## config.mk

```make
export PLATFORM = sky130hd
export DESIGN_NAME = mem_access
export DESIGN_NICKNAME = d
export VERILOG_FILES = /design/src/rtl/mem_access.sv
export SDC_FILE = /design/constraint.sdc
export NUM_CORES = 1
export LEC_CHECK = 0
export CORE_AREA = 8 8 142 144
export DETAILED_ROUTE_END_ITERATION = 16
export DIE_AREA = 0 0 150 152
export HOLD_SLACK_MARGIN = 0.12
export PLACE_DENSITY = 0.81
export SLEW_MARGIN = 20
export SYNTH_ARGS = -nofsm -noshare
export SYNTH_HDL_FRONTEND = slang
export SYNTH_SLANG_ARGS = --single-unit
```

## constraint.sdc

```tcl
create_clock -name clk -period 3.6 [get_ports clk]
set_input_delay 0.9 -clock clk [delete_from_list [all_inputs] [get_ports clk]]
set_output_delay 0.9 -clock clk [all_outputs]
set_load 0.01 [all_outputs]
```

## src/rtl/mem_access.sv

```systemverilog
// Memory-access stage: passes ALU results through, runs a req/ack bus
// transaction for loads/stores (stalling the pipe), and extends load data.
module mem_access #(
  parameter int TIMEOUT = 255,
  parameter int TO_W    = 8
) (
  input  logic        clk,
  input  logic        rst,
  input  logic [3:0]  mem_op_i,
  input  logic [31:0] mem_addr_i,
  input  logic [31:0] mem_sdata_i,
  input  logic [4:0]  wd_i,
  input  logic        wreg_i,
  input  logic [31:0] wdata_i,
  input  logic [31:0] hi_i,
  input  logic [31:0] lo_i,
  input  logic        whilo_i,
  output logic [4:0]  wd_o,
  output logic        wreg_o,
  output logic [31:0] wdata_o,
  output logic [31:0] hi_o,
  output logic [31:0] lo_o,
  output logic        whilo_o,
  output logic        stallreq_o,
  output logic        bus_req_o,
  output logic        bus_we_o,
  output logic [31:0] bus_addr_o,
  output logic [3:0]  bus_sel_o,
  output logic [31:0] bus_wdata_o,
  input  logic        bus_ack_i,
  input  logic [31:0] bus_rdata_i,
  output logic        err_o
);

  localparam logic [3:0] OP_LB  = 4'b1000;
  localparam logic [3:0] OP_LBU = 4'b1001;
  localparam logic [3:0] OP_LH  = 4'b1010;
  localparam logic [3:0] OP_LHU = 4'b1011;
  localparam logic [3:0] OP_LW  = 4'b1100;
  localparam logic [3:0] OP_SB  = 4'b1101;
  localparam logic [3:0] OP_SH  = 4'b1110;
  localparam logic [3:0] OP_SW  = 4'b1111;

  localparam logic [TO_W-1:0] TO_LAST = TO_W'(TIMEOUT - 1);

  typedef enum logic [1:0] {IDLE, ACCESS, DONE} state_t;

  state_t          state, next;
  logic [TO_W-1:0] cnt;
  logic [31:0]     rdata_q;
  logic [3:0]      op_q;
  logic [1:0]      addr_q;
  logic            to_q;

  logic        is_load, is_store, is_half, is_word, misal, mem_op;
  logic [3:0]  sel_c;
  logic [31:0] wdata_c, ext_data;
  logic [7:0]  byte_v;
  logic [15:0] half_v;

  // Request decode
  always_comb begin
    is_load  = mem_op_i inside {OP_LB, OP_LBU, OP_LH, OP_LHU, OP_LW};
    is_store = mem_op_i inside {OP_SB, OP_SH, OP_SW};
    is_half  = mem_op_i inside {OP_LH, OP_LHU, OP_SH};
    is_word  = mem_op_i inside {OP_LW, OP_SW};
    mem_op   = is_load | is_store;
    misal    = (is_half & mem_addr_i[0]) | (is_word & (|mem_addr_i[1:0]));
  end

  // Big-endian lane select and replicated store data
  always_comb begin
    sel_c   = 4'b0000;
    wdata_c = 32'h0;
    case (mem_op_i)
      OP_LB, OP_LBU, OP_SB: sel_c = 4'b1000 >> mem_addr_i[1:0];
      OP_LH, OP_LHU, OP_SH: sel_c = mem_addr_i[1] ? 4'b0011 : 4'b1100;
      OP_LW, OP_SW:         sel_c = 4'b1111;
      default:              sel_c = 4'b0000;
    endcase
    case (mem_op_i)
      OP_SB:   wdata_c = {4{mem_sdata_i[7:0]}};
      OP_SH:   wdata_c = {2{mem_sdata_i[15:0]}};
      OP_SW:   wdata_c = mem_sdata_i;
      default: wdata_c = 32'h0;
    endcase
  end

  // Load extraction uses the op and offset captured at request time
  always_comb begin
    case (addr_q)
      2'd0:    byte_v = rdata_q[31:24];
      2'd1:    byte_v = rdata_q[23:16];
      2'd2:    byte_v = rdata_q[15:8];
      default: byte_v = rdata_q[7:0];
    endcase
    half_v = addr_q[1] ? rdata_q[15:0] : rdata_q[31:16];
    case (op_q)
      OP_LB:   ext_data = {{24{byte_v[7]}}, byte_v};
      OP_LBU:  ext_data = {24'h0, byte_v};
      OP_LH:   ext_data = {{16{half_v[15]}}, half_v};
      OP_LHU:  ext_data = {16'h0, half_v};
      default: ext_data = rdata_q;
    endcase
  end

  always_ff @(posedge clk) begin
    if (rst) state <= IDLE;
    else     state <= next;
  end

  always_comb begin
    next       = state;
    wd_o       = wd_i;
    wreg_o     = wreg_i;
    wdata_o    = wdata_i;
    hi_o       = hi_i;
    lo_o       = lo_i;
    whilo_o    = whilo_i;
    stallreq_o = 1'b0;
    err_o      = 1'b0;
    case (state)
      IDLE: begin
        if (mem_op) begin
          wreg_o = 1'b0;
          if (misal) begin
            err_o = 1'b1;
          end else begin
            stallreq_o = 1'b1;
            next       = ACCESS;
          end
        end
      end
      ACCESS: begin
        wreg_o     = 1'b0;
        stallreq_o = 1'b1;
        if (bus_ack_i || cnt == TO_LAST) next = DONE;
      end
      DONE: begin
        next = IDLE;
        if (to_q) begin
          wreg_o = 1'b0;
          err_o  = 1'b1;
        end else if (op_q inside {OP_LB, OP_LBU, OP_LH, OP_LHU, OP_LW}) begin
          wdata_o = ext_data;
        end
      end
      default: next = IDLE;
    endcase
    if (rst) begin
      next       = IDLE;
      wd_o       = 5'h0;
      wreg_o     = 1'b0;
      wdata_o    = 32'h0;
      hi_o       = 32'h0;
      lo_o       = 32'h0;
      whilo_o    = 1'b0;
      stallreq_o = 1'b0;
      err_o      = 1'b0;
    end
  end

  always_ff @(posedge clk) begin
    if (rst) begin
      bus_req_o   <= 1'b0;
      bus_we_o    <= 1'b0;
      bus_addr_o  <= 32'h0;
      bus_sel_o   <= 4'h0;
      bus_wdata_o <= 32'h0;
      cnt         <= '0;
      rdata_q     <= 32'h0;
      op_q        <= 4'h0;
      addr_q      <= 2'b00;
      to_q        <= 1'b0;
    end else begin
      case (state)
        IDLE: begin
          if (next == ACCESS) begin
            bus_req_o   <= 1'b1;
            bus_we_o    <= is_store;
            bus_addr_o  <= {mem_addr_i[31:2], 2'b00};
            bus_sel_o   <= sel_c;
            bus_wdata_o <= wdata_c;
            cnt         <= '0;
            op_q        <= mem_op_i;
            addr_q      <= mem_addr_i[1:0];
            to_q        <= 1'b0;
          end
        end
        ACCESS: begin
          if (bus_ack_i) begin
            rdata_q   <= bus_rdata_i;
            bus_req_o <= 1'b0;
            bus_we_o  <= 1'b0;
            bus_sel_o <= 4'h0;
          end else begin
            cnt <= cnt + 1'b1;
            // Ack takes priority, so the abandon path only fires without one
            if (cnt == TO_LAST) begin
              bus_req_o   <= 1'b0;
              bus_we_o    <= 1'b0;
              bus_addr_o  <= 32'h0;
              bus_sel_o   <= 4'h0;
              bus_wdata_o <= 32'h0;
              to_q        <= 1'b1;
            end
          end
        end
        default: ;
      endcase
    end
  end

endmodule
```

==> results of run 1 <==
## per-stage QoR
step,util (%),area [µm²],hold slack (ns),TNS (ns)
global placement,58.06,10320,0.4471,-0.4882
detailed placement,58.06,10320,0.4461,-0.5554
CTS,61.55,10940,0.4555,-0.03268
finish,61.72,10970,0.4538,0
floorplan,-,6269,0.4329,0
global route,61.72,10970,0.4780,-0.007010
## state kept, by name, indices dropped and copies added, names as in the netlist, 2 cells and up
register / flops
addr_q: 2
bus_addr_o: 30
bus_sel_o: 4
bus_wdata_o: 32
cnt: 8
op_q: 4
rdata_q: 32
state: 2
## power groups by stage
stage | Combinational (µW) | Sequential (µW) | Clock, µW
after floorplan | 310 | 1410 | 0
after global placement | 824 | 1400 | 0
after detailed placement | 830 | 1410 | 0
after CTS | 837 | 1380 | 1820
after global routing | 894 | 1380 | 1870
final | 839 | 1380 | 1780
## cell families after synthesis
| logic type | synth area share [%] |
|---|---|
| fa+ha+maj | 0.3994 |
| mux | 6.171 |
| simple gates | 25.86 |
| flops | 37.39 |
| buf+inv | 5.453 |
| other cells | 0.05986 |
| compound gates | 23.83 |
| xor+xnor | 0.8388 |
## worst min path at each step
stage                          start         end  cells past startpoint
final                     rdata_q[6]  rdata_q[6]                      2
after global routing      rdata_q[6]  rdata_q[6]                      2
after CTS                 rdata_q[6]  rdata_q[6]                      2
after detailed placement  rdata_q[6]  rdata_q[6]                      2
after global placement    rdata_q[6]  rdata_q[6]                      2
after floorplan           rdata_q[6]  rdata_q[6]                      2
## per-layer routing
metal	global-route usage [%]	share of wire, %
met1	27.67	41
met2	38.78	48
met3	7.039	8.7
met5	0	0.12
met4	7.810	2.2
## critical path, cell delays in order, from the launching register on
cell,delay [ns]
dfxtp_1,0.31
buf_4,0.18
or2_2,0.32
nand2b_1,0.18
a211o_1,0.38
o22ai_1,0.22
clkdlybuf4s50_1,0.60
## what timing repair did
item / 4_1_cts / 5_1_grt
pin swaps: 0 / 0
hold buffers: 0 / 0
endpoints found under the setup margin: 18 / 32
gates resized for setup: 4 / 13
## cell usage after synthesis (7+ instances only)
| master | instances |
|---|---|
| clkbuf_1 | 46 |
| buf_2 | 18 |
| o21ai_0 | 32 |
| a22o_1 | 41 |
| o22ai_1 | 7 |
| nor4b_1 | 30 |
| a31o_1 | 30 |
| nand2b_1 | 7 |
| a21oi_1 | 91 |
| dfxtp_1 | 117 |
| mux2i_1 | 15 |
| nand2_1 | 127 |
| and3_1 | 8 |
| nor2_1 | 27 |
| inv_1 | 10 |
| nor2b_1 | 74 |
| mux2_2 | 19 |
| o211ai_1 | 17 |
## layout make-up
type	instances	area [µm²]
Clock buffer	20	466.7
Clock inverter	11	148.9
Fill cell	1516	6805
Inverter	10	37.54
Multi-Input combinational cell	578	3625
Sequential cell	117	2342
Tap cell	229	286.5
Timing Repair Buffer	409	4068
==> summary.md, run 1 <==
| Metric | Value |
|---|---|
| Initial antenna violation count | `3` |
| Ratio of final minimum period to clock period | `97.44%` |
| Non-Filler Instances | `1374` |
| Layout cells sized above 1 | `8.821%` |
| Tot GR Track Use | `23.24%` |
| ANT cells | `0` |
| Core ar. | `17780 µm²` |
| Drt drc | `0` |
| CTS clock-pin slew for the worst setup and hold paths | `~0.060 ns` |
| Max Freq | `approximately 0.29 GHz` |
| H-tree levels | `4` |
| P_int | `2967 µW` |
| Worst EP required | `2.70 ns` |
| Vias in the first global route | `around 7000` |
| Most frequent cells in the layout | `372 x clkdlybuf4s50_1, 127 x nand2_1, 117 x dfxtp_1, 90 x a21oi_1, 71 x nor2b_1` |
| Drt wl/cell | `between 20 and 25 µm` |
| Final ANT Viol Nets | `0` |
| Num rows | `49` |
| Chip width | `150 µm` |
| Slew Viols, Final | `0` |
| Pin count of the biggest net entering global routing | `80` |
| Total Die Area | `22800 µm²` |
| Clk sinks | `between 100 and 150` |
| Unrepaired setup endpoints after global routing | `yes` |
| Clk root buf | `clkbuf_16` |
| Die height | `152 µm` |
| Total clock buffers created by CTS | `17` |
| Max-slew headroom | `around three fifths` |
| Sw Ratio | `around 26%` |
| IO Port Bufs | `between 300 and 400` |
| Post-synthesis sequential area ratio | `between 30% and 40%` |
| DP HPWL | `around 21000 µm` |
| R2r startpoint | `state[0]` |
| Clock insertion delay at the later pin of the skew report | `0.42 ns` |
| First-pass GRT wire length | `41650 µm` |
| Worst Setup Path Type | `reg -> out` |
| R2r endpoint | `bus_wdata_o[1]` |
| Run status | `complete, no violations` |
| Bufs on Longest Clock Path | `2` |
| Vias per Instance | `approximately 5.2` |
| Placed cells | `between 1000 and 1500` |
| Switching power | `a little over 1000 µW` |
| Via count | `around 7000` |
| Syn Area/Cell | `between 8 and 9 µm²` |
| Largest cells by area after synthesis | `dfxtp_1 37%, nand2_1 7.6%, nor2b_1 7.4%` |
| Place WS | `-0.3626 ns` |
| Final setup viols | `0` |
| Yosys top cell by area | `dfxtp_1` |
| Pleak | `between 0.004 and 0.005 µW` |
| Critical path origin | `op_q[1]` |
| Starting Density | `about a third` |
| Ys async rst share | `0%` |
| Setup Fix Bufs, Post-CTS | `0` |
| Unique masters post-synth | `46` |
| Drt pass-1 iters | `5` |
| Prevailing post-synth register cell | `dfxtp_1` |
| Yosys warnings | `0` |
| R2R setup slack | `1.51 ns` |
| Yosys reg bits | `~120` |
| Critical Path Start Type | `register` |
| Flop pwr share | `about 35%` |
| Number of synthesized flops with an enable pin | `0` |
| # nets final | `between 1000 and 1500` |
| Post-Syn Instances | `between 700 and 800` |
| PD cells | `between 300 and 400 nW/µm²` |
| Ports | `381` |
| Setup WS post-layout | `about 0.092 ns` |
| Hold Fails Final Rpt | `0` |
| Crit path capture type | `output pin` |
| Clk_skew | `around 0.0077 ns` |
| Total power draw | `between 3000 and 4000 µW` |
| Max-cap violations | `0` |
| CP Capture Point | `wdata_o[9]` |
| Logic pwr share | `21.0%` |
| Final worst path period need | `approximately 3.5 ns` |
| Initial DRC Count | `about 500` |
| Worst Path Max Fanout | `14` |
| Most common cell after layout, fill and taps aside | `clkdlybuf4s50_1` |
| Layout area overhead | `75.18%` |
| Max IR drop VDD | `between 0.4 and 0.5 mV` |
| Yosys top cell area share | `between 30% and 40%` |
| GP Congestion | `approximately 0.86` |
| CTS tree | `built` |
| Slew at the pin closest to its max-slew limit | `approximately 0.57 ns` |
| Total grt overflow | `0` |
| Worst Hold Class | `reg -> reg` |
| Clock share of power | `between 40 and 50%` |
| Worst R2R Path Depth | `6` |
| Final wirelength | `between 20000 and 30000 µm` |
| Synthesized cell area | `6265 µm²` |
| CP arrival | `approximately 2.6 ns` |
(Power assumes the default switching activity.)
==> run 2: changes to the inputs <==
--- a/config.mk
+++ b/config.mk
@@ -5,11 +5,12 @@
 export SDC_FILE = /design/constraint.sdc
 export NUM_CORES = 1
 export LEC_CHECK = 0
-export CORE_AREA = 8 8 142 144
+export ABC_AREA = 1
+export CORE_AREA = 2 2 150 152
 export DETAILED_ROUTE_END_ITERATION = 16
-export DIE_AREA = 0 0 150 152
+export DIE_AREA = 0 0 152 154
 export HOLD_SLACK_MARGIN = 0.12
-export PLACE_DENSITY = 0.81
+export PLACE_DENSITY = 0.71
 export SLEW_MARGIN = 20
 export SYNTH_ARGS = -nofsm -noshare
 export SYNTH_HDL_FRONTEND = slang
==> run 2 against run 1 <==
  * Global-route usage shrank 0.060 points
  * Clock power decreased by 10%
  * Register-to-register slack better by 0.04 ns
  * Worst setup slack better by 0.057 ns
  * Sequential share of layout area is 0.85 points lower
  * Critical path type unchanged
  * Final area is 4.2% higher
  * Final cell count up 28%
  * Wire length is 0.33% higher
  * Clock skew shrank 0.0021 ns
==> summary.md, run 2 <==
| Metric | Value |
|---|---|
| Most frequent cells in the layout | `375 x clkdlybuf4s50_1, 264 x nand2_1, 132 x nor2_1, 124 x inv_1, 121 x a21oi_1` |
| Yosys top cell by area | `dfxtp_1` |
| H-tree levels | `4` |
| WHS Endpoint | `rdata_q[6]` |
| Die height | `~150 µm` |
| R2r startpoint | `state[1]` |
| Largest registers | `bus_wdata_o: 32 flops, rdata_q: 32 flops, bus_addr_o: 30 flops` |
| Prevailing post-synth register cell | `dfxtp_1` |
| Met3 wire length | `between 2000 and 2500 µm` |
| Placed cells | `1722` |
| Via count | `8413` |
| Hold Fails Final Rpt | `0` |
| Hold-fix buffers, CTS | `0` |
| Synthesized cell area | `6735 µm²` |
| Pin count of the biggest net entering global routing | `64` |
| Hold Path Stages | `2` |
| Ratio of final minimum period to clock period | `a little over nine tenths` |
| Met2 WL | `about 14000 µm` |
| Post-synth top cells | `264 x nand2_1, 132 x nor2_1, 125 x inv_1` |
| First-pass GRT wire length | `43330 µm` |
| Final setup viols | `0` |
| Largest cells by area after synthesis | `dfxtp_1 35%, nand2_1 15%, a21oi_1 9.0%` |
| Layout area overhead | `69.79%` |
| Hold_sp | `rdata_q[6]` |
| Starting Density | `a little under a third` |
| DP HPWL | `about 21000 µm` |
| Layout cells sized above 1 | `~6.1%` |
| # nets final | `approximately 1700` |
| Post-layout util | `about 53%` |
| R2r endpoint | `bus_wdata_o[15]` |
| Max IR drop VDD | `about 0.34 mV` |
| Max Freq | `a little under 0.3 GHz` |
| Clk root buf | `clkbuf_16` |
| Unrepaired setup endpoints after global routing | `yes` |
| PD cells | `around 350 nW/µm²` |
| CTS tree | `built` |
| Run status | `complete, no violations` |
| R2R setup slack | `1.55 ns` |
| Worst Hold Class | `reg -> reg` |
| Tot GR Track Use | `23.18%` |
| Most numerous cell in the Yosys netlist | `nand2_1` |
| Worst Path Max Fanout | `24` |
| Worst Setup Path Type | `reg -> out` |
| Num rows | `between 50 and 60` |
| Total Die Area | `about 23000 µm²` |
| Worst EP required | `2.70 ns` |
| Total grt overflow | `0` |
| IO Port Bufs | `378` |
| Unique masters post-synth | `34` |
| Number of synthesized flops with an enable pin | `0` |
| Clk_skew | `0.005504 ns` |
| Slew at the pin closest to its max-slew limit | `around 0.7 ns` |
| Final ANT Viol Nets | `0` |
| Top layer in use | `met4` |
| Crit path capture type | `output pin` |
| Initial antenna violation count | `2` |
| Yosys top cell area share | `between 30% and 40%` |
| CP arrival | `around 2.6 ns` |
| Final setup TNS | `0 ns` |
| Chip width | `about 150 µm` |
| Ys async rst share | `0%` |
| Drt pass-1 iters | `7` |
| Vias in the first global route | `~8300` |
| Final Instance Area | `~11000 µm²` |
| Drt drc | `0` |
| Worst R2R Path Depth | `9` |
| Slew Viols, Final | `0` |
| Most common cell after layout, fill and taps aside | `clkdlybuf4s50_1` |
| Final hold slack | `around 0.46 ns` |
| Vias per Instance | `4.796` |
| Non-Filler Instances | `1754` |
| Total clock buffers created by CTS | `17` |
| GP Congestion | `slightly below 0.9` |
| Pleak | `approximately 0.0047 µW` |
| Yosys reg bits | `around 120` |
| Bufs on Longest Clock Path | `2` |
| Final worst path period need | `roughly 3.5 ns` |
| Clk sinks | `117` |
| Critical Path Start Type | `register` |
| Initial DRC Count | `~470` |
| Final wirelength | `between 20000 and 30000 µm` |
| Yosys warnings | `0` |
| Max-slew headroom | `~53%` |
| Ports | `around 380` |
| Drt wl/cell | `15.88 µm` |
| CTS clock-pin slew for the worst setup and hold paths | `0.05 ns` |
| Syn Area/Cell | `6.117 µm²` |
| Post-Syn Instances | `1101` |
| Post-synthesis sequential area ratio | `34.78%` |
| Clock insertion delay at the later pin of the skew report | `around 0.41 ns` |
| Max-cap violations | `0` |
| WL met1 | `between 10000 and 15000 µm` |
| Core ar. | `~22000 µm²` |
| Dpl cell area | `10880 µm²` |
==> run 2: cell types whose count changed in the layout (fill, tap and decap cells not counted), moves of 31 or more <==
| cell | previous run | this run |
|---|---|---|
| nor2b_1 | 71 | 0 |
| o21ai_0 | 32 | 78 |
| a21oi_1 | 90 | 121 |
| nor2_1 | 26 | 132 |
| a22o_1 | 41 | 0 |
| nand2_1 | 127 | 264 |
| inv_1 | 10 | 124 |
| nand3_1 | 6 | 105 |
==> run 2: final cells by class <==
cell class / instances / area (µm²)
tap: 280 / 350.3
sequential: 117 / 2344
antenna: 2 / 5.005
fill: 2095 / 10250
multi-input combinational: 777 / 3581
inverter: 130 / 491.7
timing repair buffer: 418 / 4120
clock inverter: 12 / 115.1
clock buffer: 18 / 429.2
==> run 2: metrics by stage <==
step	worst slack [ns]	total power (µW)
detailed placement	-0.02109	2420
finish	0.1488	3992
CTS	0.05180	4039
global placement	0.02281	2413
floorplan	0.8771	1848
global route	-0.04112	4179
==> run 2: power breakdown <==
group / total (µW) / internal [µW] / switching, µW
Combinational: 992 / 518 / 474
Sequential: 1400 / 1360 / 37.5
Clock: 1600 / 998 / 602
Total: 3990 / 2880 / 1110
==> run 2: worst max path at each step <==
stage / start / end / cells past startpoint
3_3_place_gp: mem_op_i[1] / err_o / 8
2_1_floorplan: rst / err_o / 4
4_1_cts: op_q[3] / wdata_o[6] / 8
6_report: op_q[3] / wdata_o[0] / 7
5_1_grt: op_q[3] / wdata_o[6] / 7
3_5_place_dp: mem_op_i[1] / err_o / 8
==> run 2: cell families after synthesis <==
group,after synthesis,synth area share (%)
and+or+nand+nor,546,34.78
AOI/OAI and AO/OA,224,17.30
buffers and inverters,208,12.34
DFF,117,34.78
xor gates and xnor gates,3,0.3902
adders and majority gates,2,0.3715
other,1,0.05568
==> run 2: what timing repair did <==
item                                   CTS  global route
endpoints found under the hold margin    0             0
setup buffers                            0             0
setup endpoints to repair                1             8
gates resized for setup                  1             3
==> run 2: worst max-delay path: stages (launching register included) <==
cell	delay (ns)
dfxtp_1	0.33
inv_1	0.06
nor2_2	0.15
clkinvlp_4	0.36
o31ai_1	0.39
nand2_1	0.14
a31oi_1	0.15
clkdlybuf4s50_1	0.56
==> run 2: routing by layer <==
metal / vias up / GRT usage (%)
met5: - / 0
met4: 0 / 10.50
met3: 53 / 6.905
met2: 347 / 42.54
met1: 3769 / 24.43
li1: 4244 / -
==> run 3: changes to the inputs <==
--- a/config.mk
+++ b/config.mk
@@ -6,6 +6,7 @@
 export NUM_CORES = 1
 export LEC_CHECK = 0
 export ABC_AREA = 1
+export CAP_MARGIN = 20
 export CORE_AREA = 2 2 150 152
 export DETAILED_ROUTE_END_ITERATION = 16
 export DIE_AREA = 0 0 152 154
==> results of run 3 <==
Same layout as run 2: the final DEF is identical, and so are final timing and power.
